[config.mk]
export PLATFORM = sky130hd
export DESIGN_NAME = vga_timing_gen
export DESIGN_NICKNAME = d
export VERILOG_FILES = /design/src/rtl/vga_pkg.sv /design/src/rtl/vga_axis_counter.sv /design/src/rtl/vga_timing_gen.sv
export SDC_FILE = /design/constraint.sdc
export NUM_CORES = 1
export LEC_CHECK = 0
export BUFFER_PORTS_ARGS = -buffer_cell sky130_fd_sc_hd__buf_2
export CORE_UTILIZATION = 30
export DETAILED_ROUTE_END_ITERATION = 16
export SYNTH_ARGS = -nofsm -noshare
export SYNTH_HDL_FRONTEND = slang
export SYNTH_SLANG_ARGS = --single-unit
export TNS_END_PERCENT = 10
[constraint.sdc]
create_clock -name clk -period 3.45 [get_ports clk]
set_clock_uncertainty 0.1 [all_clocks]
set_input_delay 0.5175 -clock clk [delete_from_list [all_inputs] [get_ports clk]]
set_output_delay 0.5175 -clock clk [all_outputs]
set_load 0.03 [all_outputs]
[src/rtl/vga_pkg.sv]
// Shared VGA timing constants, phase encoding and RGB332 field layout.
package vga_pkg;

  localparam int unsigned DefClkDiv = 4;

  localparam int unsigned DefHVis  = 640;
  localparam int unsigned DefHFp   = 16;
  localparam int unsigned DefHSync = 96;
  localparam int unsigned DefHBp   = 48;

  localparam int unsigned DefVVis  = 480;
  localparam int unsigned DefVFp   = 10;
  localparam int unsigned DefVSync = 2;
  localparam int unsigned DefVBp   = 33;

  localparam int unsigned CntW   = 10;
  localparam int unsigned CntMax = (1 << CntW) - 1;

  // RGB332 bit positions within px_color
  localparam int unsigned RMsb = 7;
  localparam int unsigned RLsb = 5;
  localparam int unsigned GMsb = 4;
  localparam int unsigned GLsb = 2;
  localparam int unsigned BMsb = 1;
  localparam int unsigned BLsb = 0;

  typedef enum logic [1:0] {
    PhActive,
    PhFront,
    PhSync,
    PhBack
  } phase_e;

  function automatic int unsigned axis_total(input int unsigned vis, input int unsigned fp,
                                             input int unsigned sync, input int unsigned bp);
    return vis + fp + sync + bp;
  endfunction

endpackage

[src/rtl/vga_axis_counter.sv]
// One display axis: wrapping position counter plus its active/front/sync/back phase.
module vga_axis_counter
  import vga_pkg::*;
#(
  parameter int unsigned VIS  = DefHVis,
  parameter int unsigned FP   = DefHFp,
  parameter int unsigned SYNC = DefHSync,
  parameter int unsigned BP   = DefHBp
) (
  input  logic            clk,
  input  logic            rst,
  input  logic            en,
  output logic [CntW-1:0] count,
  output phase_e          phase,
  output logic            wrap
);

  localparam int unsigned Total = axis_total(VIS, FP, SYNC, BP);

  localparam logic [CntW-1:0] LastAt  = CntW'(Total - 1);
  localparam logic [CntW-1:0] FrontAt = CntW'(VIS);
  localparam logic [CntW-1:0] SyncAt  = CntW'(VIS + FP);
  localparam logic [CntW-1:0] BackAt  = CntW'(VIS + FP + SYNC);

  logic [CntW-1:0] count_q, count_d;
  phase_e          phase_q, phase_d;

  assign wrap  = en && (count_q == LastAt);
  assign count = count_q;
  assign phase = phase_q;

  // Phase is decided from the next count so it always describes the current position.
  always_comb begin
    count_d = count_q;
    phase_d = phase_q;
    if (en) begin
      count_d = wrap ? '0 : count_q + CntW'(1);
      unique case (phase_q)
        PhActive: if (count_d == FrontAt) phase_d = PhFront;
        PhFront:  if (count_d == SyncAt)  phase_d = PhSync;
        PhSync:   if (count_d == BackAt)  phase_d = PhBack;
        PhBack:   if (count_d == '0)      phase_d = PhActive;
        default:  phase_d = PhActive;
      endcase
    end
  end

  always_ff @(posedge clk) begin
    if (rst) begin
      count_q <= '0;
      phase_q <= PhActive;
    end else begin
      count_q <= count_d;
      phase_q <= phase_d;
    end
  end

endmodule

[src/rtl/vga_timing_gen.sv]
// VGA raster timing: pixel-tick divider, h/v axis counters, registered sync and colour.
module vga_timing_gen
  import vga_pkg::*;
#(
  parameter int unsigned CLK_DIV = DefClkDiv,
  parameter int unsigned H_VIS   = DefHVis,
  parameter int unsigned H_FP    = DefHFp,
  parameter int unsigned H_SYNC  = DefHSync,
  parameter int unsigned H_BP    = DefHBp,
  parameter int unsigned V_VIS   = DefVVis,
  parameter int unsigned V_FP    = DefVFp,
  parameter int unsigned V_SYNC  = DefVSync,
  parameter int unsigned V_BP    = DefVBp
) (
  input  logic            clk,
  input  logic            rst,
  input  logic [7:0]      px_color,
  output logic [CntW-1:0] hc,
  output logic [CntW-1:0] vc,
  output logic            pix_tick,
  output logic            frame_start,
  output logic            hsync,
  output logic            vsync,
  output logic [2:0]      vga_r,
  output logic [2:0]      vga_g,
  output logic [1:0]      vga_b
);

  localparam int unsigned       DivW    = $clog2(CLK_DIV);
  localparam logic [DivW-1:0]   DivLast = DivW'(CLK_DIV - 1);

  logic [DivW-1:0] div_q, div_d;
  logic            h_wrap, v_wrap, de;
  phase_e          h_phase, v_phase;

  logic       hsync_q, hsync_d, vsync_q, vsync_d;
  logic [2:0] r_q, r_d, g_q, g_d;
  logic [1:0] b_q, b_d;

  assign pix_tick = (div_q == DivLast);
  assign div_d    = pix_tick ? '0 : div_q + DivW'(1);

  vga_axis_counter #(
    .VIS  (H_VIS),
    .FP   (H_FP),
    .SYNC (H_SYNC),
    .BP   (H_BP)
  ) u_h_axis (
    .clk   (clk),
    .rst   (rst),
    .en    (pix_tick),
    .count (hc),
    .phase (h_phase),
    .wrap  (h_wrap)
  );

  vga_axis_counter #(
    .VIS  (V_VIS),
    .FP   (V_FP),
    .SYNC (V_SYNC),
    .BP   (V_BP)
  ) u_v_axis (
    .clk   (clk),
    .rst   (rst),
    .en    (h_wrap),
    .count (vc),
    .phase (v_phase),
    .wrap  (v_wrap)
  );

  // v_wrap already implies h_wrap and pix_tick.
  assign frame_start = v_wrap;
  assign de          = (h_phase == PhActive) && (v_phase == PhActive);

  // Blanking selects constant zero so an undriven px_color cannot leak to the DAC.
  always_comb begin
    hsync_d = hsync_q;
    vsync_d = vsync_q;
    r_d     = r_q;
    g_d     = g_q;
    b_d     = b_q;
    if (pix_tick) begin
      hsync_d = (h_phase != PhSync);
      vsync_d = (v_phase != PhSync);
      if (de) begin
        r_d = px_color[RMsb:RLsb];
        g_d = px_color[GMsb:GLsb];
        b_d = px_color[BMsb:BLsb];
      end else begin
        r_d = '0;
        g_d = '0;
        b_d = '0;
      end
    end
  end

  always_ff @(posedge clk) begin
    if (rst) begin
      div_q   <= '0;
      hsync_q <= 1'b1;
      vsync_q <= 1'b1;
      r_q     <= '0;
      g_q     <= '0;
      b_q     <= '0;
    end else begin
      div_q   <= div_d;
      hsync_q <= hsync_d;
      vsync_q <= vsync_d;
      r_q     <= r_d;
      g_q     <= g_d;
      b_q     <= b_d;
    end
  end

  assign hsync = hsync_q;
  assign vsync = vsync_q;
  assign vga_r = r_q;
  assign vga_g = g_q;
  assign vga_b = b_q;

endmodule

* Word level (Yosys, flattened, before mapping) *
Index checks and enable logic that the tools add are counted.

word-level totals
  register bits = 36
  word-level logic and storage cells = 63
  input port bits = 10
  output and inout port bits = 32

operators by class
  muxes and demuxes = 15
  add/subtract/negate cells = 3
  reductions and logical operators = 10
  equality and inequality tests = 25

operator list
  operator                                                                  count
  10-bit == test (second input constant)                                    5
  10-bit by 9-bit == test with 1-bit output (second input constant)         3
  10-bit by 1-bit adder with 10-bit output (second input constant)          2
  10-bit zero test                                                          2
  10-bit two-way mux                                                        2
  2-bit two-way mux                                                         9
  2-bit by 1-bit inequality test with 1-bit output (second input constant)  8
  2-bit case mux with 4 select lines                                        2
  2-bit == test (second input constant)                                     5
  5-bit AND reduction                                                       2
  3-bit two-way mux                                                         2
  2-bit by 1-bit == test with 1-bit output (second input constant)          2
  2-bit zero test                                                           2
  2-bit inequality test (second input constant)                             2
  1-bit logical AND                                                         3
  2-bit by 1-bit adder with 2-bit output (second input constant)            1
  2-bit OR reduction                                                        1

* Depth between registers and ports, before layout *
Gate-level depths: netlist of the first run.

  depth in word-level cells = 7
  depth in mapped cells = 9
  gate-level depth less buffers = 8

* Modules after synthesis *
A second synthesis of the first run with hierarchy kept.

unflattened totals
  cell total of the unflattened synthesis = 287
  area, all modules = 2,466.1 um2

modules (own cells, without submodules)
  module                        instances  seq. area each (um2)  area an instance (um2)  cells an instance
  vga_axis_counter at u_v_axis  1          240.2                 1,041.0                 138
  vga_axis_counter at u_h_axis  1          240.2                 1,009.7                 117
  vga_timing_gen                1          240.2                 415.4                   32

* Worst setup path before layout of the first run *
Ideal clock, no wire load.

  path type = register -> register
  from = register div_q[0]
  to = register u_v_axis.phase_q[0] (netlist: u_v_axis.phase[0])
  cell stages (with the launch flop) = 10
  library setup time = 0.132 ns
  buffers on the path = 1
  data arrival time = 2.566 ns
  required time = 3.218 ns
  setup slack = 0.651 ns
  path through = dfxtp_1 -> ha_1 -> buf_4 -> or3b_1 -> or3_1 -> nor2_2 -> a41oi_1 -> o21a_1 -> o21ai_0 -> a21oi_1

on the way
  longest elaborated chain between the ends = 7
  elaborated cells on any way between the ends = 13
  classes of those cells = eq/ne: 8; mux: 1; reduce/logical: 4

ends and longest elaborated chain
  what                                                                     RTL line                RTL
  from (decl)                                                              vga_timing_gen.sv:32    logic [DivW-1:0] div_q, div_d;
  from (signal assigned)                                                   vga_timing_gen.sv:106   div_q <= div_d;
  2-bit == test (*)                                                        vga_timing_gen.sv:40    assign pix_tick = (div_q == DivLast);
  via pix_tick                                                             vga_timing_gen.sv:20    output logic pix_tick,
  1-bit logical AND (*) (2 in series)                                      vga_axis_counter.sv:28  assign wrap = en && (count_q == LastAt);
  via frame_start                                                          vga_timing_gen.sv:21    output logic frame_start,
  10-bit two-way mux (*)                                                   vga_axis_counter.sv:37  count_d = wrap ? '0 : count_q + CntW'(1);
  10-bit by 9-bit == test with 1-bit output, or another cell as far along  vga_axis_counter.sv:41  PhSync: if (count_d == BackAt) phase_d = PhBack;
  2-bit by 1-bit inequality test with 1-bit output (no source line)        -
  5-bit AND reduction (no source line) (*)                                 -
  to (signal assigned)                                                     vga_axis_counter.sv:51  phase_q <= PhActive;
  to (signal assigned)                                                     vga_axis_counter.sv:54  phase_q <= phase_d;
  to (decl)                                                                vga_axis_counter.sv:26  phase_e phase_q, phase_d;

The timed path passes the listed nets; every way through them passes the cells marked *.
A chain may end at the register's enable or synchronous reset.

* Final worst setup path of the first run *
  from = register u_h_axis.count_q[0] (netlist: u_h_axis.count[0])
  to = output frame_start

on the way
  longest elaborated chain between the ends = 3

ends and longest elaborated chain
  what                             RTL line                RTL
  from (decl)                      vga_axis_counter.sv:25  logic [CntW-1:0] count_q, count_d;
  from (signal assigned)           vga_axis_counter.sv:53  count_q <= count_d;
  10-bit == test                   vga_axis_counter.sv:28
  1-bit logical AND (2 in series)  vga_axis_counter.sv:28
  to (decl)                        vga_timing_gen.sv:21

Every way passes these cells.

==> results.yml, run 1 <==
status:
  status: "finished, final reports clean"
cells_and_area:
  fill_cells: 793
  nets: 335
  final_cell_count_no_fill: 413
  multi_input_area_mm2: 0.00143
  regArea_um2: 721
  synthToLayoutAreaGrowth_pct: 15.4
  final_core_util_pct: 36.1
  n_antenna_cell: 0
  drive_gt1_share_pct: 20.7
synth:
  synth_cell_types: 56
  synth_flop_cell: "dfxtp_1"
  synth_compound_area_share_pct: 18.4
  yosysSeqAreaShare_pct: 31.6
  yosys.area_share.xor_xnor_pct: 6.52
  synthSimpleGateAreaFrac_pct: 29.5
  synth_top_family_by_area: "simple AND/OR/NAND/NOR gates"
  async_reset_ff_share_pct: 0
  synth_mux_area_share_pct: 1.54
  synth_cells: 282
  synth-adder-area-share_pct: 6.58
  netlist_area_mm2: 0.00228
  synth_warnings: 0
  syn-mean-instance-area_um2: 8.09
  syn-num-nets: 304
  ys_ff_latch: 36
  synth-edff-count: 0
clock_network:
  cts.repair.resized: 0
  clk_pin_slew_worst_paths_ns: 0.08
  root_buffer: "clkbuf_8"
  cts_made_buffers: 5
  clkLatencyLatePin_ns: 0.29
  clock-sinks: 36
  h-tree-depth: 2
  cts_setup_buffers: 0
  holdBufCountCts: 0
  cts_tree: "built"
  cts_buffer_depth: 2
floorplan:
  die_w_um: 89.2
  die_area_mm2: 0.00796
  die_h_um: 89.2
  num_io_pins: 42
  core_area_mm2: 0.00729
  fp-row-count: 31
  start_util_pct: 31.3
route:
  wl_per_cell_um: 13.1
  via_per_inst: 5.02
  antenna_left: 0
  num_vias: 2072
  remaining_drc_errors: 0
  drt_iter0_drc: 163
  wl_um: 5400
  dr.pass1.iters: 4
worst_setup_path:
  crit_path_start_kind: "flip-flop"
  rrSetupSlack_ns: 0.59
  cp_max_fo: 13
  worst_ep_required_time_ns: 2.83
  arrival_ns: 2.60
  crit_path_cell_trace: "ha_1, nand4_1, or3_1, nor2_2, buf_2"
  slowest_delay_ns: 0.64
  cp_slowest_cell: "or3_1"
  critPathCaptureType: "primary output"
  critical_path_class: "reg2out"
sta:
  tns_ns: 0
  fin_hold_ws_ns: 0.329
  drv_slew: 0
  worst-slew-pin-transition_ns: 0.556
  rsz0062_at_grt: "no"
  slew_headroom_pct: 62.9
  period_needed_ns: 3.22
  fmax_mhz: 311
  hold_violations: 0
  setup_viol: 0
  post-route-period-util_pct: 93.2
placement:
  post-dp-hpwl_um: 3820
  place_inst: 405
  globalplace.congestion: 0.859
  io_buffers: 41
worst_hold_path:
  hold_path_class: "reg2reg"
run:
  cap_violations: 0
grt:
  grt_pass1_vias: 1847
  grt_max_degree: 32
  use_met1_pct: 19.5
  overflow: 0
  met3_usage_pct: 3.88
  grt_usage_pct: 14.4
  antenna_found_initial: 0
  grt-busiest-layer: "met2"
  grt_pass1_wl_um: 8980
  grt_util_met2_pct: 22.1
power_and_ir_drop:
  p_leak_nw: 0.987
  vdd_drop_max_mv: 0.164
  powerDensity_mw_per_mm2: 302
-- worst max-delay path, delay by kind of cell (launching register included) --
kind                       cells  cell delay, ns
and+or+nand+nor                3            1.21
DFF                            1            0.45
adders and majority gates      1            0.39
buffers and inverters          1            0.26
-- path summary, 6_finish.rpt --
path	start	endpoint	cells past startpoint
setup / recovery	u_h_axis.count[0]	frame_start	5
hold / removal	div_q[0]	div_q[0]	1
hold reg to reg	div_q[0]	div_q[0]	1
setup reg to reg	u_h_axis.count[0]	u_v_axis.phase[0]	8
-- area by class of cell --
| cell class | count | area share, % |
|---|---|---|
| Multi-Input combinational cell | 214 | 54.2 |
| Tap cell | 99 | 4.70 |
| Sequential cell | 36 | 27.4 |
| Inverter | 13 | 1.85 |
| Clock inverter | 3 | 0.903 |
| Clock buffer | 5 | 2.61 |
| Timing Repair Buffer | 43 | 8.36 |
-- cells in the mapped netlist, types with 3 or more instances --
| cell | number | area [um^2] |
|---|---|---|
| dfxtp_1 | 36 | 721 |
| nor2_1 | 25 | 93.8 |
| nand2_1 | 21 | 78.8 |
| a21oi_1 | 16 | 80.1 |
| o21ai_0 | 14 | 70.1 |
| inv_1 | 13 | 48.8 |
| ha_1 | 12 | 150 |
| clkbuf_1 | 11 | 41.3 |
| nand3_1 | 11 | 55.1 |
| nor3_1 | 10 | 50.1 |
| xor2_1 | 10 | 87.6 |
| a22o_1 | 8 | 70.1 |
| or3_1 | 7 | 43.8 |
| xnor2_1 | 7 | 61.3 |
| a31oi_1 | 6 | 37.5 |
| nand4_1 | 6 | 37.5 |
| buf_2 | 5 | 25.0 |
| nand2b_1 | 5 | 31.3 |
| and3_1 | 4 | 25.0 |
| nor4_1 | 4 | 25.0 |
| nand3b_1 | 3 | 22.5 |
| or2_2 | 3 | 18.8 |
| or4_1 | 3 | 22.5 |
-- sequential cells by signal, indices dropped and copies added (netlist names) --
name and cells:
u_v_axis.phase 2, vsync 1, div_q 2, vga_g 3, hsync 1, vga_r 3, vga_b 2, u_h_axis.phase 2
u_v_axis.count 10, u_h_axis.count 10
-- routing by layer --
layer	share of wire (%)	up-vias
li1	-	1080
met1	50	942
met2	43	44
met3	5.9	6
met4	1.4	0
met5	0	-
-- placed cells by master, fill, tap and decap left out, drive strengths merged, types with 12 or more instances in the layout --
| cell | count |
|---|---|
| a21oi | 17 |
| buf | 43 |
| dfxtp | 36 |
| ha | 12 |
| inv | 13 |
| nand2 | 22 |
| nand3 | 12 |
| nor2 | 26 |
| nor3 | 12 |
| o21ai | 15 |
-- where the power goes --
part	switching (W)	internal (W)	leakage, nW
clock network	0.000170	0.000143	0.0404
registers	0.00000470	0.000423	0.291
logic	0.0000345	0.0000190	0.656
total	0.000209	0.000585	0.987
-- through the flow --
stage	setup WS (ns)	cell area, um^2	total power [W]
after floorplan	0.651	2280	0.000474
after global placement	0.672	2540	0.000491
after detailed placement	0.563	2540	0.000492
after CTS	0.234	2630	0.000807
after global routing	0.0244	2630	0.000831
final	0.234	2630	0.000794
-- cells by family after synthesis --
logic type	Yosys count
AND/OR/NAND/NOR	119
multiplexers	3
AO/OA/AOI/OAI	63
adder cells (fa/ha/maj)	12
flip-flops	36
XOR/XNOR	17
buffers and inverters	32
No activity file was read; power rests on OpenSTA's default activity.
==> run 2: changes to the inputs <==
--- a/config.mk
+++ b/config.mk
@@ -8,6 +8,7 @@
 export BUFFER_PORTS_ARGS = -buffer_cell sky130_fd_sc_hd__buf_2
 export CORE_UTILIZATION = 30
 export DETAILED_ROUTE_END_ITERATION = 16
+export REMOVE_ABC_BUFFERS = 1
 export SYNTH_ARGS = -nofsm -noshare
 export SYNTH_HDL_FRONTEND = slang
 export SYNTH_SLANG_ARGS = --single-unit
==> results.yml, run 2 (synthesis results as in run 1) <==
sta:
  drv_slew: 0
  rsz0062_at_grt: "no"
  post-route-period-util_pct: 93.2
  period_needed_ns: 3.21
  worst-slew-pin-transition_ns: 0.581
  hold_violations: 0
  setup_viol: 0
  fmax_mhz: 311
  slew_headroom_pct: 61.3
  tns_ns: 0
route:
  remaining_drc_errors: 0
  drt_iter0_drc: 172
  wl_um: 5420
  antenna_left: 0
  via_per_inst: 5.17
  num_vias: 2142
  met2_length_um: 2500
  wirelength_met1_um: 2600
  top_layer: "met4"
  dr.pass1.iters: 5
  wl_per_cell_um: 13.1
  wl_met3_um: 262
status:
  status: "finished, final reports clean"
clock_network:
  clkLatencyLatePin_ns: 0.29
  cts.repair.resized: 0
  h-tree-depth: 2
  clock-sinks: 36
  clk_pin_slew_worst_paths_ns: 0.08
  cts_tree: "built"
  root_buffer: "clkbuf_8"
  cts_buffer_depth: 2
  cts_setup_buffers: 0
  holdBufCountCts: 0
  cts_made_buffers: 5
cells_and_area:
  drive_gt1_share_pct: 20.6
  final_cell_mix: "41 x buf_2, 36 x dfxtp_1, 25 x nor2_1"
  synthToLayoutAreaGrowth_pct: 16.4
  final_core_util_pct: 36.4
  nets: 336
  n_antenna_cell: 0
  fill_cells: 786
  layout_commonest_cell: "buf_2"
worst_setup_path:
  crit_path_cell_trace: "ha_1, nand4_1, or3_1, nor2_2, buf_2"
  crit_path_start_kind: "flip-flop"
  arrival_ns: 2.60
  worst_ep_required_time_ns: 2.83
  cp_max_fo: 13
  slowest_delay_ns: 0.63
  critPathCaptureType: "primary output"
  cp_slowest_cell: "or3_1"
  critical_path_class: "reg2out"
floorplan:
  die_area_mm2: 0.00796
  core_area_mm2: 0.00729
  die_h_um: 89.2
  fp-row-count: 31
  die_w_um: 89.2
  num_io_pins: 42
  start_util_pct: 31.3
grt:
  overflow: 0
  grt_max_degree: 32
  antenna_found_initial: 0
  grt_usage_pct: 14.5
  grt_pass1_vias: 1866
  grt_pass1_wl_um: 8890
placement:
  post-dp-hpwl_um: 3840
  io_buffers: 41
  globalplace.congestion: 0.840
power_and_ir_drop:
  vdd_drop_max_mv: 0.186
  p_leak_nw: 1.01
  powerDensity_mw_per_mm2: 322
  total_power_w: 0.000856
run:
  cap_violations: 0
worst_hold_path:
  hold_path_class: "reg2reg"
==> run 2: final cells by class <==
class	instances	area, um^2	area share, %
timing repair buffer	44	228	8.57
clock buffer	6	72.6	2.73
clock inverter	2	35.0	1.32
inverter	13	48.8	1.84
tap	99	124	4.66
sequential	36	721	27.1
multi-input combinational	214	1430	53.7
==> run 2: through the flow <==
stage	hold WS [ns]	worst slack [ns]	instances	cell area, um^2
CTS	0.325	0.237	414	2660
finish	0.331	0.235	414	2660
detailed placement	0.323	0.544	406	2550
global route	0.325	0.0808	414	2660
global placement	0.313	0.641	406	2550
floorplan	0.300	0.348	263	2200
==> run 2: worst paths after layout <==
path | slack [ns] | depth (start not counted) | from | to
max reg2reg | 0.52 | 8 | u_h_axis.count[0] | u_h_axis.phase[0]
max | 0.24 | 5 | u_h_axis.count[0] | frame_start
min | 0.33 | 1 | div_q[0] | div_q[0]
min reg2reg | 0.33 | 1 | div_q[0] | div_q[0]
==> run 2: worst max-delay path, delay by kind of cell (launching register included) <==
kind          cells  cell delay [ns]
simple gates      3             1.21
fa+ha+maj         1             0.39
buf+inv           1             0.26
flops             1             0.45
==> run 2: layer usage <==
metal  up-vias  global-route usage (%)
met4         0                    4.47
met3         5                    3.51
met5         -                       0
met1       986                    19.3
met2        67                    23.2
li1       1084                       -
==> run 2: power breakdown <==
part	switching, W	internal, W	total (W)
sequential	0.00000475	0.000423	0.000428
combinational	0.0000347	0.0000190	0.0000538
clock	0.000160	0.000215	0.000375
==> run 3: changes to the inputs <==
--- a/config.mk
+++ b/config.mk
@@ -8,6 +8,7 @@
 export BUFFER_PORTS_ARGS = -buffer_cell sky130_fd_sc_hd__buf_2
 export CORE_UTILIZATION = 30
 export DETAILED_ROUTE_END_ITERATION = 16
+export GPL_TIMING_DRIVEN = 0
 export REMOVE_ABC_BUFFERS = 1
 export SYNTH_ARGS = -nofsm -noshare
 export SYNTH_HDL_FRONTEND = slang
==> results.yml, run 3 (synthesis results as in run 1) <==
sta:
  fin_ws_ns: 0.223
  setup_viol: 0
  period_needed_ns: 3.23
  fmax_mhz: 310
  slew_headroom_pct: 59.1
  hold_violations: 0
  tns_ns: 0
  rsz0062_at_grt: "no"
  worst-slew-pin-transition_ns: 0.612
  drv_slew: 0
  post-route-period-util_pct: 93.5
grt:
  overflow: 0
  met3_usage_pct: 3.51
  antenna_found_initial: 0
  grt_util_met2_pct: 21.8
  grt_usage_pct: 14.0
  grt_pass1_wl_um: 8730
  grt_pass1_vias: 1853
  grt_max_degree: 32
  use_met1_pct: 18.7
  grt-busiest-layer: "met2"
floorplan:
  die_w_um: 89.2
  die_h_um: 89.2
  fp-row-count: 31
  die_area_mm2: 0.00796
  core_area_mm2: 0.00729
  num_io_pins: 42
  start_util_pct: 31.3
power_and_ir_drop:
  p_leak_nw: 0.991
  vdd_drop_max_mv: 0.161
  powerDensity_mw_per_mm2: 300
route:
  wl_um: 5330
  via_per_inst: 5.12
  remaining_drc_errors: 0
  drt_iter0_drc: 96
  num_vias: 2104
  antenna_left: 0
  dr.pass1.iters: 4
  wl_per_cell_um: 13.0
clock_network:
  clk_pin_slew_worst_paths_ns: 0.08
  cts_buffer_depth: 2
  clock-sinks: 36
  root_buffer: "clkbuf_8"
  cts_setup_buffers: 0
  h-tree-depth: 2
  holdBufCountCts: 0
  clkLatencyLatePin_ns: 0.29
  cts_tree: "built"
  cts_made_buffers: 5
placement:
  placed_area_mm2: 0.00253
  place_inst: 403
  post-dp-hpwl_um: 3690
  io_buffers: 41
  globalplace.congestion: 0.775
  dp_slack_ns: -0.157
cells_and_area:
  nets: 333
  final_cell_mix: "41 x buf_2, 36 x dfxtp_1, 25 x nor2_1"
  post-route-cell-area_mm2: 0.00263
  drive_gt1_share_pct: 20.8
  synthToLayoutAreaGrowth_pct: 15.4
  layout_commonest_cell: "buf_2"
  final_cell_count_no_fill: 411
  n_antenna_cell: 0
worst_hold_path:
  hold_path_class: "in2reg"
worst_setup_path:
  worst_ep_required_time_ns: 2.83
  crit_path_start_kind: "flip-flop"
  critical_path_class: "reg2out"
  arrival_ns: 2.61
  critPathCaptureType: "primary output"
  cp_max_fo: 13
run:
  cap_violations: 0
status:
  status: "finished, final reports clean"
## run 3: cell types whose count changed in the layout (fill, tap and decap cells not counted), sizes merged
cell / previous run / this run
clkinvlp: 0 / 2
bufinv: 1 / 0
buf: 44 / 41
clkbuf: 6 / 5
## run 3: path summary, 6_finish.rpt
kind	slack [ns]	cells past startpoint	to	start
max reg2reg	0.26	8	u_h_axis.phase[0]	u_h_axis.count[0]
min	0.33	2	vga_g[0]	px_color[2]
max	0.22	5	frame_start	u_h_axis.count[0]
min reg2reg	0.33	1	div_q[0]	div_q[0]
## run 3: layer usage
| layer | vias to the layer above | wire [um] |
|---|---|---|
| met3 | 7 | 252 |
| li1 | 1071 | - |
| met4 | 0 | 85 |
| met5 | - | 0 |
| met1 | 975 | 2570 |
| met2 | 51 | 2420 |
## run 3: final cells by class
type / count / area, um^2
well taps: 99 / 124
flip-flops and latches: 36 / 721
multi-input cells: 214 / 1440
fillers: 800 / 4660
clock buffers: 5 / 68.8
clock inverters: 3 / 23.8
repair buffers: 41 / 205
inverters: 13 / 48.8
## run 3: report_power, final
| part | switching (W) | internal [W] | leakage [nW] |
|---|---|---|---|
| Sequential | 0.00000475 | 0.000423 | 0.291 |
| Clock | 0.000167 | 0.000143 | 0.0404 |
| Combinational | 0.0000340 | 0.0000187 | 0.660 |
## run 3: worst max-delay path: stages (launching register included)
cell,delay (ns)
dfxtp_1,0.45
ha_1,0.42
nand4_1,0.32
or3_4,0.58
nor2_2,0.29
buf_2,0.26
## run 3: metrics by stage
stage | util [%] | hold slack [ns] | total power (W)
after detailed placement | 34.6 | 0.324 | 0.000490
after CTS | 36.0 | 0.312 | 0.000807
final | 36.1 | 0.326 | 0.000790
after floorplan | - | 0.300 | 0.000469
after global placement | 34.6 | 0.312 | 0.000489
after global routing | 36.1 | 0.308 | 0.000830
## run 3: what timing repair did
item | CTS | global route
endpoints found under the hold margin | 0 | 0
gates resized for setup | 2 | 1
cloned | 0 | 0
setup endpoints to repair | 3 | 1
